--- config.mk ---
export PLATFORM = sky130hd
export DESIGN_NAME = d_sram_like_bridge_flat
export DESIGN_NICKNAME = d
export VERILOG_FILES = /design/src/rtl/d_sram_like_bridge_pkg.sv /design/src/rtl/d_sram_like_bridge_if.sv /design/src/rtl/d_sram_like_bridge.sv /design/src/flat_wrapper.sv
export SDC_FILE = /design/constraint.sdc
export NUM_CORES = 1
export LEC_CHECK = 0
export BUFFER_PORTS_ARGS = -buffer_cell sky130_fd_sc_hd__buf_2
export CAP_MARGIN = 10
export CORE_MARGIN = 1.5
export CORE_UTILIZATION = 42
export CTS_CLUSTER_DIAMETER = 60
export DETAILED_ROUTE_END_ITERATION = 10
export PLACE_DENSITY = 0.77
export SLEW_MARGIN = 20
export SYNTH_ARGS = -nofsm -noshare
export SYNTH_HDL_FRONTEND = slang
export SYNTH_SLANG_ARGS = --single-unit
--- constraint.sdc ---
create_clock -name clk -period 1.6 [get_ports clk]
set_clock_uncertainty 0.05 [all_clocks]
set_input_delay 0.32 -clock clk [delete_from_list [all_inputs] [get_ports clk]]
set_output_delay 0.32 -clock clk [all_outputs]
set_load 0.005 [all_outputs]
--- src/rtl/d_sram_like_bridge_pkg.sv ---
// Shared types for the data-side SRAM-like bridge: FSM states,
// bus size codes and the wen -> (size, addr[1:0]) mapping.
package d_sram_like_bridge_pkg;

  typedef enum logic [1:0] {
    IDLE,
    ADDR,
    DATA,
    DONE
  } state_e;

  localparam logic [1:0] SIZE_BYTE = 2'd0;
  localparam logic [1:0] SIZE_HALF = 2'd1;
  localparam logic [1:0] SIZE_WORD = 2'd2;

  typedef struct packed {
    logic [1:0] size;
    logic [1:0] lo;
  } acc_fmt_t;

  // Reads and unrecognised patterns fall back to an aligned word.
  function automatic acc_fmt_t wen_fmt(input logic [3:0] wen);
    acc_fmt_t f;
    f.size = SIZE_WORD;
    f.lo   = 2'b00;
    unique case (wen)
      4'b0001: begin f.size = SIZE_BYTE; f.lo = 2'b00; end
      4'b0010: begin f.size = SIZE_BYTE; f.lo = 2'b01; end
      4'b0100: begin f.size = SIZE_BYTE; f.lo = 2'b10; end
      4'b1000: begin f.size = SIZE_BYTE; f.lo = 2'b11; end
      4'b0011: begin f.size = SIZE_HALF; f.lo = 2'b00; end
      4'b1100: begin f.size = SIZE_HALF; f.lo = 2'b10; end
      default: begin f.size = SIZE_WORD; f.lo = 2'b00; end
    endcase
    return f;
  endfunction

endpackage

--- src/rtl/d_sram_like_bridge_if.sv ---
// Split address/data handshake bus (req/addr_ok/data_ok).
// master: bridge side; slave: AXI/cache side.
interface d_sram_like_bridge_if #(
  parameter int ADDR_W = 32,
  parameter int DATA_W = 32
);

  logic              data_req;
  logic              data_wr;
  logic [1:0]        data_size;
  logic [ADDR_W-1:0] data_addr;
  logic [DATA_W-1:0] data_wdata;
  logic              data_addr_ok;
  logic              data_data_ok;
  logic [DATA_W-1:0] data_rdata;

  modport master (
    output data_req,
    output data_wr,
    output data_size,
    output data_addr,
    output data_wdata,
    input  data_addr_ok,
    input  data_data_ok,
    input  data_rdata
  );

  modport slave (
    input  data_req,
    input  data_wr,
    input  data_size,
    input  data_addr,
    input  data_wdata,
    output data_addr_ok,
    output data_data_ok,
    output data_rdata
  );

endinterface

--- src/rtl/d_sram_like_bridge.sv ---
// CPU SRAM-style data port -> one-at-a-time split-handshake bus.
// Ports: clk, rst (async low), data_sram_* CPU side, d_stall, longest_stall, flush, bus (master).
module d_sram_like_bridge
  import d_sram_like_bridge_pkg::*;
#(
  parameter int ADDR_W = 32,
  parameter int DATA_W = 32
) (
  input  logic              clk,
  input  logic              rst,
  input  logic              data_sram_en,
  input  logic [3:0]        data_sram_wen,
  input  logic [ADDR_W-1:0] data_sram_addr,
  input  logic [DATA_W-1:0] data_sram_wdata,
  output logic [DATA_W-1:0] data_sram_rdata,
  output logic              d_stall,
  input  logic              longest_stall,
  input  logic              flush,
  d_sram_like_bridge_if.master bus
);

  state_e state_q;
  state_e state_d;

  logic              cancel_q;
  logic              cancel_d;
  logic              req_q;
  logic              req_d;
  logic              launch;
  logic              capture;
  logic              wr_q;
  logic [1:0]        size_q;
  logic [ADDR_W-1:0] addr_q;
  logic [DATA_W-1:0] wdata_q;
  logic [DATA_W-1:0] rdata_q;

  acc_fmt_t          fmt;
  logic [ADDR_W-1:0] addr_d;

  assign fmt = wen_fmt(data_sram_wen);

  // Low two address bits come from the byte enables, not the CPU.
  assign addr_d = (data_sram_addr & ~ADDR_W'(3))
                | ADDR_W'(fmt.lo);

  always_ff @(posedge clk or negedge rst) begin
    if (!rst) begin
      state_q  <= IDLE;
      cancel_q <= 1'b0;
      req_q    <= 1'b0;
    end else begin
      state_q  <= state_d;
      cancel_q <= cancel_d;
      req_q    <= req_d;
    end
  end

  always_comb begin
    state_d  = state_q;
    cancel_d = cancel_q;
    req_d    = req_q;
    launch   = 1'b0;
    capture  = 1'b0;
    unique case (state_q)
      IDLE: begin
        if (data_sram_en && !flush) begin
          launch  = 1'b1;
          req_d   = 1'b1;
          state_d = ADDR;
        end
      end
      ADDR: begin
        if (flush) cancel_d = 1'b1;
        if (bus.data_addr_ok) begin
          req_d   = 1'b0;
          state_d = DATA;
        end
      end
      DATA: begin
        if (flush) cancel_d = 1'b1;
        // A flush landing with data_ok squashes this response too.
        if (bus.data_data_ok) begin
          if (cancel_q || flush) begin
            cancel_d = 1'b0;
            state_d  = IDLE;
          end else begin
            capture = !wr_q;
            state_d = DONE;
          end
        end
      end
      DONE: begin
        if (flush || !longest_stall) state_d = IDLE;
      end
      default: begin
        state_d = IDLE;
      end
    endcase
  end

  always_ff @(posedge clk or negedge rst) begin
    if (!rst) begin
      wr_q    <= 1'b0;
      size_q  <= SIZE_BYTE;
      addr_q  <= '0;
      wdata_q <= '0;
    end else if (launch) begin
      wr_q    <= |data_sram_wen;
      size_q  <= fmt.size;
      addr_q  <= addr_d;
      wdata_q <= data_sram_wdata;
    end
  end

  always_ff @(posedge clk or negedge rst) begin
    if (!rst) begin
      rdata_q <= '0;
    end else if (capture) begin
      rdata_q <= bus.data_rdata;
    end
  end

  assign bus.data_req   = req_q;
  assign bus.data_wr    = wr_q;
  assign bus.data_size  = size_q;
  assign bus.data_addr  = addr_q;
  assign bus.data_wdata = wdata_q;

  assign data_sram_rdata = rdata_q;

  // DONE releases the CPU; reset must never hold the pipeline.
  assign d_stall = rst & data_sram_en & (state_q != DONE);

endmodule

--- src/flat_wrapper.sv ---
// flat-port wrapper written by rule: the top's interface ports become plain ports
module d_sram_like_bridge_flat import d_sram_like_bridge_pkg::*;
#(
  parameter int ADDR_W = 32,
  parameter int DATA_W = 32
)
  (clk, rst, data_sram_en, data_sram_wen, data_sram_addr, data_sram_wdata, data_sram_rdata, d_stall, longest_stall, flush, bus_data_req, bus_data_wr, bus_data_size, bus_data_addr, bus_data_wdata, bus_data_addr_ok, bus_data_data_ok, bus_data_rdata);
  d_sram_like_bridge_if #(.ADDR_W(ADDR_W), .DATA_W(DATA_W)) bus_i ();
  input  logic clk;
  input  logic rst;
  input  logic data_sram_en;
  input  logic [3:0] data_sram_wen;
  input  logic [ADDR_W-1:0] data_sram_addr;
  input  logic [DATA_W-1:0] data_sram_wdata;
  output logic [DATA_W-1:0] data_sram_rdata;
  output logic d_stall;
  input  logic longest_stall;
  input  logic flush;
  output wire logic [$bits(bus_i.data_req)-1:0] bus_data_req;
  output wire logic [$bits(bus_i.data_wr)-1:0] bus_data_wr;
  output wire logic [$bits(bus_i.data_size)-1:0] bus_data_size;
  output wire logic [$bits(bus_i.data_addr)-1:0] bus_data_addr;
  output wire logic [$bits(bus_i.data_wdata)-1:0] bus_data_wdata;
  input wire logic [$bits(bus_i.data_addr_ok)-1:0] bus_data_addr_ok;
  input wire logic [$bits(bus_i.data_data_ok)-1:0] bus_data_data_ok;
  input wire logic [$bits(bus_i.data_rdata)-1:0] bus_data_rdata;
  assign bus_data_req = bus_i.data_req;
  assign bus_data_wr = bus_i.data_wr;
  assign bus_data_size = bus_i.data_size;
  assign bus_data_addr = bus_i.data_addr;
  assign bus_data_wdata = bus_i.data_wdata;
  assign bus_i.data_addr_ok = bus_data_addr_ok;
  assign bus_i.data_data_ok = bus_data_data_ok;
  assign bus_i.data_rdata = bus_data_rdata;
  d_sram_like_bridge #(.ADDR_W(ADDR_W), .DATA_W(DATA_W)) u_core (.clk(clk), .rst(rst), .data_sram_en(data_sram_en), .data_sram_wen(data_sram_wen), .data_sram_addr(data_sram_addr), .data_sram_wdata(data_sram_wdata), .data_sram_rdata(data_sram_rdata), .d_stall(d_stall), .longest_stall(longest_stall), .flush(flush), .bus(bus_i));
endmodule
==> impl_metrics.csv, run 1 <==
group,metric,value,unit
pwr,powerDensity,1836,nW/um2
detailed_routing,drt_wl_total,10210,um
critical_path,crit_slowest_cell,"dfrtp_2",
die,dieArea,10970,um2
synthesis,synth_ff_type,"dfrtp_1",
die,io_pins,208,
clock_tree,htreeDepth,3,
status,status,"complete, but fails checks",
layout,antenna_cells,0,
placed_design,portBuffers,205,
die,die_y,104.7,um
timing,rsz0062_at_grt,"yes",
layout,area_growth_syn_to_layout,40.72,%
global_route,grt-ovfl-total,0,
hold_path,hold_class,"primary input to asynchronous set/reset pin",
timing,fin_setup_tns,-9.612,ns
global_route,grt_pass1_wl,15340,um
clock_tree,clock-sinks,103,
job,max-cap-violations,0,
placed_design,dp_hpwl,6961,um
detailed_routing,drt_iter0_markers,104,
timing,setup_slack,-0.1358,ns
critical_path,crit_type,"flip-flop to flip-flop",
synthesis,synth_edf_count,0,
synthesis,ys_seq_area_frac,0.5928,
clock_tree,holdBufCountCts,0,
clock_tree,clock_latency,0.36,ns
critical_path,critical_path.max_stage_delay,0.48,ns
timing,finalHoldViolCount,0,
critical_path,path_buf_inv,2,
layout,drive_gt1_frac,0.7254,
die,start_util,0.4388,
detailed_routing,drc_errors,0,
pwr,leakage,3.360,nW
global_route,grt_max_degree,104,
layout,stdcell_count,610,
timing,slew_violations,0,
critical_path,critPathLaunchType,"flip-flop",
die,coreArea,9910,um2
synthesis,avgSynthCellArea,17.25,um2
critical_path,cp_max_fo,8,
timing,max_freq,0.5761,GHz
synthesis,synth_area,4348,um2
detailed_routing,viasPerCell,4.779,
placed_design,dp.cells,590,
timing,slew_headroom,0.6403,
clock_tree,cts_made_buffers,9,
status,violations,"setup timing",
global_route,grt_util_all_layers,0.1786,
critical_path,required,1.80,ns
critical_path,worstSetupEndpointType,"flip-flop",
critical_path,crit_chain,"inv_4 -> ha_4 -> and4b_4 -> clkbuf_16 -> mux2_4",
clock_tree,cts_tree,"built",
global_route,antenna_found_initial,0,
layout,nets,583,
critical_path,critPathArrivalTime,1.93,ns
global_route,grt_pass1_vias,3029,
die,rows,36,
synthesis,ys_ff_latch,103,
detailed_routing,drtAntennaViolNets,0,
synthesis,synth_cell_types,27,
timing,worstMarginPinSlew,0.5395,ns
timing,period_share,1.085,
synthesis,synthArstFlopShare,1.000,
detailed_routing,post_drt_wl_per_cell,16.73,um
detailed_routing,dr.pass1.iters,4,
clock_tree,clkTransAtPathRegs,0.10,ns
die,die_w,104.7,um
detailed_routing,dr_total_vias,2915,
critical_path,path_delay_family,"flip-flops",
timing,whs,0.01134,ns
synthesis,syn-num-nets,363,
synthesis,syn_inst,252,
timing,period_needed,1.736,ns
placed_design,place_congestion,0.7803,
clock_tree,root_buffer,"clkbuf_8",
pwr,ir_drop,0.0008546,V
clock_tree,clock_path_buffers,2,
timing,setup_viol,99,
synthesis,ys_warn_count,0,
registers in the layout, indices dropped and copies added, names as in the netlist:
name / flops
u_core.bus.data_wdata: 32
u_core.bus.data_wr: 1
u_core.bus.data_addr: 32
u_core.bus.data_size: 2
u_core.state_q: 2
u_core.bus.data_req: 1
u_core.cancel_q: 1
u_core.data_sram_rdata: 32
report_power, final:
part,switching (mW),internal [mW]
Clock,0.893,1.36
Combinational,1.53,2.89
Sequential,0.716,3.84
Total,3.14,8.09
layout make-up:
cell class | count | area (um2)
well taps | 133 | 166.4
clock inverters | 7 | 167.7
repair buffers | 221 | 1282
flip-flops and latches | 103 | 2579
multi-input cells | 134 | 1785
clock buffers | 9 | 123.9
inverters | 3 | 13.76
fillers | 772 | 3791
routing by layer:
metal | routed length (um) | global-route usage | vias up
met4 | 199 | 0.08513 | 0
met2 | 5295 | 0.3058 | 117
met3 | 562 | 0.03805 | 15
met5 | 0 | 0 | -
met1 | 4148 | 0.2136 | 1463
li1 | - | - | 1320
Yosys cell counts (2+ instances only):
cell     number  area, um2
buf_6         2      22.52
mux2_2       33      371.6
buf_12        6      120.1
a31oi_1       4      25.02
inv_1         2      7.510
o21ai_0       3      15.01
a21o_1        2      15.01
a21oi_1       4      20.02
nor2b_1       3      18.77
o41ai_2       2      32.53
and3b_1       2      17.52
mux2_1        2      22.52
nand2_1       5      18.77
nor2_1        4      15.01
buf_4         3      22.52
mux2_4       59      885.9
ha_1          4      50.05
dfrtp_1     103       2577
layout by cell type, fill, tap and decap left out, types with 5 or more instances in the layout:
| cell | instances |
|---|---|
| dfrtp_1 | 102 |
| buf_2 | 204 |
| buf_4 | 5 |
| buf_12 | 7 |
| mux2_4 | 91 |
| clkbuf_8 | 9 |
| nand2_1 | 5 |
| bufinv_16 | 5 |
worst paths after layout:
| path | endpoint | startpoint | cells past startpoint | slack, ns |
|---|---|---|---|---|
| setup / recovery | u_core.data_sram_rdata[12] | u_core.state_q[0] | 5 | -0.14 |
| hold / removal | u_core.bus.data_wdata[5] | rst | 2 | 0.01 |
| setup reg to reg | u_core.data_sram_rdata[12] | u_core.state_q[0] | 5 | -0.14 |
| hold reg to reg | u_core.bus.data_size[0] | u_core.bus.data_size[0] | 2 | 0.44 |
| max in group asynchronous | u_core.data_sram_rdata[25] | rst | 2 | 1.07 |
| min in group clk | u_core.cancel_q | bus_data_data_ok | 2 | 0.12 |
metrics by stage:
| stage | setup WS [ns] | total power, mW | util | cell area (um2) |
|---|---|---|---|---|
| floorplan | -0.1080 | 6.765 | - | 4370 |
| detailed placement | -0.1595 | 8.586 | 0.5568 | 5518 |
| global placement | -0.08513 | 8.383 | 0.5568 | 5518 |
| CTS | -0.1428 | 11.02 | 0.5946 | 5892 |
| global route | -0.1996 | 11.91 | 0.6174 | 6118 |
| finish | -0.1358 | 11.23 | 0.6174 | 6118 |
logic make-up after synthesis:
kind of cell	after synthesis	synth area share
compound gates	16	0.03108
xor+xnor	2	0.004030
fa+ha+maj	4	0.01151
buf+inv	15	0.04173
flops	103	0.5928
mux	94	0.2944
simple gates	18	0.02446
what timing repair did:
action,4_1_cts,5_1_grt
cloned,0,3
buffers inserted,0,1
gates resized for setup,19,40
setup endpoints to repair,100,101
pin swaps,3,2
Power figures use the tool's default switching activity.
==> run 2: changes to the inputs <==
--- a/config.mk
+++ b/config.mk
@@ -11,7 +11,7 @@
 export CORE_UTILIZATION = 42
 export CTS_CLUSTER_DIAMETER = 60
 export DETAILED_ROUTE_END_ITERATION = 10
-export PLACE_DENSITY = 0.77
+export PLACE_DENSITY = 0.88
 export SLEW_MARGIN = 20
 export SYNTH_ARGS = -nofsm -noshare
 export SYNTH_HDL_FRONTEND = slang
==> impl_metrics.csv, run 2 (synthesis gave the netlist of run 1 again) <==
group,metric,value,unit
status,status,"complete, but fails checks",
status,violations,"hold timing, setup timing",
placed_design,dp_hpwl,6847,um
critical_path,path_depth,6,
critical_path,crit_slowest_cell,"dfrtp_1",
clock_tree,clock_path_buffers,2,
global_route,antenna_found_initial,0,
critical_path,crit_type,"flip-flop to flip-flop",
global_route,grt_max_degree,104,
die,die_y,104.7,um
die,io_pins,208,
critical_path,critical_path.max_stage_delay,0.42,ns
detailed_routing,drc_errors,0,
placed_design,dp_slack,-0.1139,ns
global_route,grt_pass1_vias,2979,
pwr,leakage,3.309,nW
timing,whs,-0.0002411,ns
timing,fin_setup_tns,-7.471,ns
critical_path,worstSetupEndpointType,"flip-flop",
hold_path,hold_class,"primary input to asynchronous set/reset pin",
timing,rsz0062_at_grt,"yes",
layout,nFillCells,795,
die,start_util,0.4388,
layout,antenna_cells,0,
die,dieArea,10970,um2
timing,slew_violations,0,
clock_tree,clkTransAtPathRegs,0.09,ns
critical_path,crit_top_cell,"inv_2",
clock_tree,clock-sinks,103,
placed_design,place_congestion,0.7370,
detailed_routing,drt_wl_total,9815,um
pwr,powerDensity,1734,nW/um2
clock_tree,cts_made_buffers,9,
timing,period_share,1.084,
global_route,grt_pass1_wl,14720,um
clock_tree,root_buffer,"clkbuf_8",
placed_design,portBuffers,205,
critical_path,path_buf_inv,3,
detailed_routing,dr.pass1.iters,4,
timing,slew_headroom,0.6490,
layout,final_common_cell,"buf_2",
job,max-cap-violations,0,
detailed_routing,dr_total_vias,2877,
timing,finalHoldViolCount,2,
critical_path,critPathArrivalTime,1.91,ns
critical_path,crit_chain,"inv_2 -> ha_2 -> inv_2 -> or2_4 -> clkbuf_16 -> mux2_4",
critical_path,critPathLaunchType,"flip-flop",
clock_tree,holdBufCountCts,0,
detailed_routing,drt_iter0_markers,75,
timing,max_freq,0.5768,GHz
detailed_routing,viasPerCell,4.663,
clock_tree,clock_latency,0.35,ns
die,coreArea,9910,um2
detailed_routing,post_drt_wl_per_cell,15.91,um
critical_path,path_delay_family,"flip-flops",
detailed_routing,drtAntennaViolNets,0,
clock_tree,cts_tree,"built",
die,rows,36,
timing,setup_slack,-0.1338,ns
layout,area_growth_syn_to_layout,36.40,%
global_route,grt-ovfl-total,0,
layout,nets,591,
timing,period_needed,1.734,ns
layout,mostFrequentLayoutCells,"buf_2 (204), dfrtp_1 (103), mux2_4 (60)",
timing,worstMarginPinSlew,0.5264,ns
die,die_w,104.7,um
timing,setup_viol,99,
critical_path,ff2ff_path_depth,6,
critical_path,cp_max_fo,6,
layout,drive_gt1_frac,0.7190,
global_route,grt_util_all_layers,0.1692,
layout,utilization,0.5985,
critical_path,required,1.78,ns
clock_tree,htreeDepth,3,
pwr,ir_drop,0.0007198,V
==> run 2: changes by cell type in the layout (fill, tap and decap cells not counted), sizes merged, moves of 2 or more <==
cell	previous run	this run
buf	219	223
bufinv	5	0
clkbuf	11	16
or2	1	3
==> run 2: final timing paths <==
kind                       slack, ns                     from                        to
min in group clk                0.13         data_sram_wen[2]   u_core.bus.data_addr[0]
setup / recovery               -0.13        u_core.state_q[1]  u_core.bus.data_addr[22]
max in group asynchronous       1.12                      rst  u_core.bus.data_wdata[4]
hold / removal               -0.0002                      rst   u_core.bus.data_addr[2]
hold reg to reg                 0.43  u_core.bus.data_size[0]   u_core.bus.data_size[0]
setup reg to reg               -0.13        u_core.state_q[1]  u_core.bus.data_addr[22]
==> run 2: timing repair <==
action,4_1_cts,5_1_grt
setup endpoints to repair,100,103
cloned,0,8
gates resized for setup,4,13
pin swaps,2,5
setup buffers,0,2
==> run 2: worst register-to-register path: stages (launching register included) <==
cell	delay, ns
dfrtp_1	0.42
inv_2	0.09
ha_2	0.19
inv_2	0.06
or2_4	0.32
clkbuf_16	0.19
mux2_4	0.29
==> run 2: per-stage QoR <==
stage	power (mW)	cells	hold slack, ns	cell area [um2]
after floorplan	6.765	252	-0.02559	4370
after global placement	8.380	592	0.3881	5533
after detailed placement	8.591	592	0.3991	5533
after CTS	10.17	607	0.002215	5736
after global routing	10.95	617	0.03558	5931
final	10.29	617	-0.0002411	5931
==> run 2: report_power, final <==
group / total [mW] / internal [mW] / switching (mW)
logic: 4.26 / 2.75 / 1.51
clock network: 1.50 / 0.681 / 0.817
registers: 4.53 / 3.84 / 0.683
total: 10.3 / 7.27 / 3.01
==> run 2: layout make-up <==
cell class | instances | area (um2) | area share
clock buffer | 12 | 165.2 | 0.02785
clock inverter | 3 | 17.52 | 0.002954
inverter | 3 | 11.26 | 0.001899
multi-input combinational | 136 | 1642 | 0.2768
sequential | 103 | 2577 | 0.4346
tap | 133 | 166.4 | 0.02806
timing repair buffer | 227 | 1351 | 0.2278
==> run 2: per-layer routing <==
layer	up-vias	GRT usage	part of all wire
met5	-	0	0
met4	0	0.06360	0.013
met3	10	0.03743	0.057
met2	100	0.2937	0.54
met1	1428	0.2051	0.40
li1	1339	-	-
